### config.mk
export PLATFORM = sky130hd
export DESIGN_NAME = sr_reg_bank
export DESIGN_NICKNAME = d
export VERILOG_FILES = /design/src/rtl/sr_reg_bank.sv
export SDC_FILE = /design/constraint.sdc
export NUM_CORES = 1
export LEC_CHECK = 0
export ABC_AREA = 1
export ABC_CLOCK_PERIOD_IN_PS = 800
export CAP_MARGIN = 30
export CORE_AREA = 4 4 42 44
export DETAILED_ROUTE_END_ITERATION = 8
export DIE_AREA = 0 0 46 48
export PLACE_DENSITY_LB_ADDON = 0.3
export REMOVE_ABC_BUFFERS = 1
export SLEW_MARGIN = 20
export SYNTH_ARGS = -nofsm -noshare
export SYNTH_HDL_FRONTEND = slang
export SYNTH_SLANG_ARGS = --single-unit
### constraint.sdc
create_clock -name i_clk -period 0.8 [get_ports i_clk]
set_clock_uncertainty 0.1 [all_clocks]
set_input_delay 0.16 -clock i_clk [delete_from_list [all_inputs] [get_ports i_clk]]
set_output_delay 0.16 -clock i_clk [all_outputs]
set_load 0.02 [all_outputs]
### src/rtl/sr_reg_bank.sv
// sr_reg_bank: per-channel set/clear/data flops with sticky latching and post-set hold stretching.
// Define SR_BANK_EVENT_EN to add rising-edge event flags (o_evt, i_ack) and a registered o_irq.
module sr_reg_bank #(
  parameter int unsigned N_CH     = 8,
  parameter int unsigned HOLD     = 0,
  parameter int unsigned SET_WINS = 0
) (
  input  logic            i_clk,
  input  logic            i_arst_n,
  input  logic [N_CH-1:0] i_clr,
  input  logic [N_CH-1:0] i_set,
  input  logic [N_CH-1:0] i_dat,
  input  logic [N_CH-1:0] i_sticky,
`ifdef SR_BANK_EVENT_EN
  input  logic [N_CH-1:0] i_ack,
  output logic [N_CH-1:0] o_evt,
  output logic            o_irq,
`endif
  output logic [N_CH-1:0] o_dat
);

  localparam int unsigned   CW     = (HOLD > 0) ? $clog2(HOLD + 1) : 1;
  localparam logic [CW-1:0] HOLD_V = CW'(HOLD);

  logic [N_CH-1:0] clr_eff;
  logic [N_CH-1:0] q_d;
  logic [CW-1:0]   cnt_q [N_CH];
  logic [CW-1:0]   cnt_d [N_CH];

  // With set-wins, a coincident set masks the clear so the set row takes over.
  always_comb begin
    clr_eff = i_clr;
    if (SET_WINS != 0) begin
      clr_eff = i_clr & ~i_set;
    end
  end

  // Per-channel next state: clear, set, sticky, hold countdown, then data.
  always_comb begin
    q_d = o_dat;
    for (int c = 0; c < int'(N_CH); c++) begin
      cnt_d[c] = cnt_q[c];
      if (clr_eff[c]) begin
        q_d[c]   = 1'b0;
        cnt_d[c] = '0;
      end else if (i_set[c]) begin
        q_d[c]   = 1'b1;
        cnt_d[c] = HOLD_V;
      end else if (o_dat[c] && i_sticky[c]) begin
        q_d[c]   = 1'b1;
      end else if (cnt_q[c] != '0) begin
        q_d[c]   = 1'b1;
        cnt_d[c] = cnt_q[c] - CW'(1);
      end else begin
        q_d[c]   = i_dat[c];
        cnt_d[c] = '0;
      end
    end
  end

  always_ff @(posedge i_clk or negedge i_arst_n) begin
    if (!i_arst_n) begin
      o_dat <= '0;
      for (int c = 0; c < int'(N_CH); c++) begin
        cnt_q[c] <= '0;
      end
    end else begin
      o_dat <= q_d;
      for (int c = 0; c < int'(N_CH); c++) begin
        cnt_q[c] <= cnt_d[c];
      end
    end
  end

`ifdef SR_BANK_EVENT_EN
  // A new rise outranks a simultaneous acknowledge; irq trails the flags by one cycle.
  always_ff @(posedge i_clk or negedge i_arst_n) begin
    if (!i_arst_n) begin
      o_evt <= '0;
      o_irq <= 1'b0;
    end else begin
      o_evt <= (o_evt & ~i_ack) | (q_d & ~o_dat);
      o_irq <= |o_evt;
    end
  end
`endif

endmodule
==> summary.md <==
| Metric | Value |
|---|---|
| Status | finished, violations left |
| Failing checks | setup timing |
| Max reg flops | 8 |
| Row count | 14 |
| CP Cell Sequence | buf_6 |
| Drt first-iter violations | 0 |
| Clock slew at reported path FFs | approximately 0.05 ns |
| Peak VDD IR | 0.000882 V |
| Worst EP required | 0.54 ns |
| Final nets | 120 |
| ANT nets after route | 0 |
| GRT overflow | 0 |
| Crit path buf inv count | 1 |
| Sw frac | 0.235 |
| Pre-Repair DR Iteration Count | 1 |
| Yosys warns | 0 |
| Top post-synthesis cells by area | dfrtp_1, a21oi_1, nand2_1, nor2_1 |
| Startpoint types | register |
| Post-Syn Area | ~300 um^2 |
| Reg power frac | 0.408 |
| Routed len/inst | 10.9 um |
| Critical Path AT | 0.78 ns |
| Core ar. | about 1400 um^2 |
| TritonCTS clock tree | yes |
| Die Footprint | 2210 um^2 |
| Initial core utilization | 0.209 |
| Top cell type by total area after synthesis | dfrtp_1 |
| Synthesized flop and latch total | 8 |
| Fill cells | between 100 and 150 |
| Power per cell area | 1300 nW/um^2 |
| RSZ-0062 raised after global routing | true |
| Max Clk Rate | 960 MHz |
| Final Slew Violations | 0 |
| R2R Setup Slk | -0.05 ns |
| Worst Tran Pin Value | 0.130 ns |
| Synth cell types | 4 |
| Multi-input gate area | 128 um^2 |
| CP delay by family, top | flip-flops |
| Switching pwr | 260 uW |
| Initial antenna violation count | 0 |
| CTS Buf Count | 3 |
| CP Class | register to primary output |
| Fraction of layout cells with a size suffix above 1 | 0.333 |
| Final Hold Fails | 0 |
| Largest net degree at the start of global routing | 6 |
| Sequential element share of the synthesized area | 0.667 |
| Critical Path Fanout Max | 2 |
| Die X-Extent | 46 um |
| Post-Route WL | around 1.1 mm |
| Seq. cell area | between 200 and 250 um^2 |
| Fin crit period | 1.04 ns |
| I/O pin count | 42 |
| GRT Overall Usage | 0.0976 |
| Part of the cycle the worst path needs | 1.30 |
| Vias in the first global route | roughly 440 |
| Root Driver | clkbuf_4 |
| RD Place Congestion | approximately 0.56 |
| Clk pwr share | 0.273 |
| Via count | 430 |
| Max-cap violations | 0 |
| Clock Path Buffers | 2 |
| Total negative setup slack | -2.10 ns |
| Layout area overhead | 185% |
| Post-DP Area | between 700 and 800 um^2 |
| HP Class | input port to asynchronous set/reset pin |
| Post-Syn Instances | 32 |
| Crit-path slowest cell | dfrtp_1 |
| Fin worst setup slack | -0.242 ns |
| Worst skew pair latency | 0.24 ns |
| Die H | 48 um |
| P_int | 848 uW |
| Synth Area per Inst | 9.38 um^2 |
| Lkg Pwr | 0.375 nW |
| Final setup viols | 14 |
| Crit. End Element | primary output |
| Cts hold-fix bufs | 0 |
| H-tree depth | 1 |
| Clk sinks | 8 |
| Top reg by flops | o_dat |
| Post-synth top area share | 0.667 |
| Logic pwr share | 0.319 |
| Ant diodes | 0 |
| First-pass GRT wire length | ~1.5 mm |
| Relative slew slack | 0.913 |
| Via density | around 4.3 |
| Port bufs | 41 |
| Design Area, Final | 855 um^2 |
| Largest stage delay, worst path | 0.40 ns |
| # DRC | 0 |
| Biggest regs | o_dat: 8 flops |
-- stage by stage --
| step | power (mW) | std cells | util | hold slack, ns | setup WS, ns |
|---|---|---|---|---|---|
| after detailed placement | 0.755 | 91 | 0.519 | 0.353 | -0.401 |
| final | 1.11 | 100 | 0.595 | 0.0891 | -0.242 |
| after CTS | 1.09 | 95 | 0.547 | 0.0785 | -0.248 |
| after global placement | 0.750 | 91 | 0.519 | 0.352 | -0.390 |
| after floorplan | 0.518 | 32 | - | -0.236 | 0.00206 |
| after global routing | 1.18 | 100 | 0.595 | 0.102 | -0.266 |
-- final cells by class --
| class | count | area share |
|---|---|---|
| flip-flops and latches | 8 | 0.234 |
| clock buffers | 3 | 0.0264 |
| repair buffers | 49 | 0.567 |
| well taps | 16 | 0.0234 |
| multi-input cells | 24 | 0.149 |
-- repair_timing --
item,in CTS,in global routing
buffers inserted,1,6
resized for setup,48,10
endpoints found under the setup margin,8,11
pin swaps,0,2
gates cloned,0,0
-- per-layer routing --
layer | track usage | wire length (um) | share of wire | vias up
li1 | - | - | - | 212
met4 | 0.0682 | 0 | 0 | 0
met2 | 0.192 | 552 | 0.51 | 31
met5 | 0 | 0 | 0 | -
met1 | 0.0697 | 321 | 0.30 | 187
met3 | 0.0489 | 211 | 0.19 | 0
-- synth_stat cells (all sizes together) --
library cell,number
a21oi,8
dfrtp,8
nand2,8
nor2,8
-- final timing paths --
path / cells past startpoint / end / from
worst min register to register: 2 / o_dat[2] / o_dat[2]
worst max-delay path: 1 / o_dat[1] / o_dat[1]
worst max register to register: 3 / o_dat[3] / o_dat[3]
min in group i_clk: 2 / o_dat[6] / i_clr[6]
max in group asynchronous: 2 / o_dat[2] / i_arst_n
worst min-delay path: 2 / o_dat[3] / i_arst_n
-- placed cells by master, fill, tap and decap left out, drive strengths merged --
cell type,n
nand2,8
nor2,8
dfrtp,8
buf,16
clkbuf,3
a21oi,8
clkdlybuf4s50,33
-- power by group through the flow --
| stage | logic, mW | registers [mW] | clock network, mW |
|---|---|---|---|
| floorplan | 0.0302 | 0.488 | 0 |
| global placement | 0.299 | 0.451 | 0 |
| detailed placement | 0.302 | 0.453 | 0 |
| CTS | 0.313 | 0.451 | 0.325 |
| global route | 0.378 | 0.455 | 0.344 |
| finish | 0.353 | 0.452 | 0.303 |
-- kinds of logic after synthesis --
group,Yosys count,synth area share
and+or+nand+nor,16,0.200
DFF,8,0.667
AOI/OAI and AO/OA,8,0.133
No activity file was read; power rests on OpenSTA's default activity.
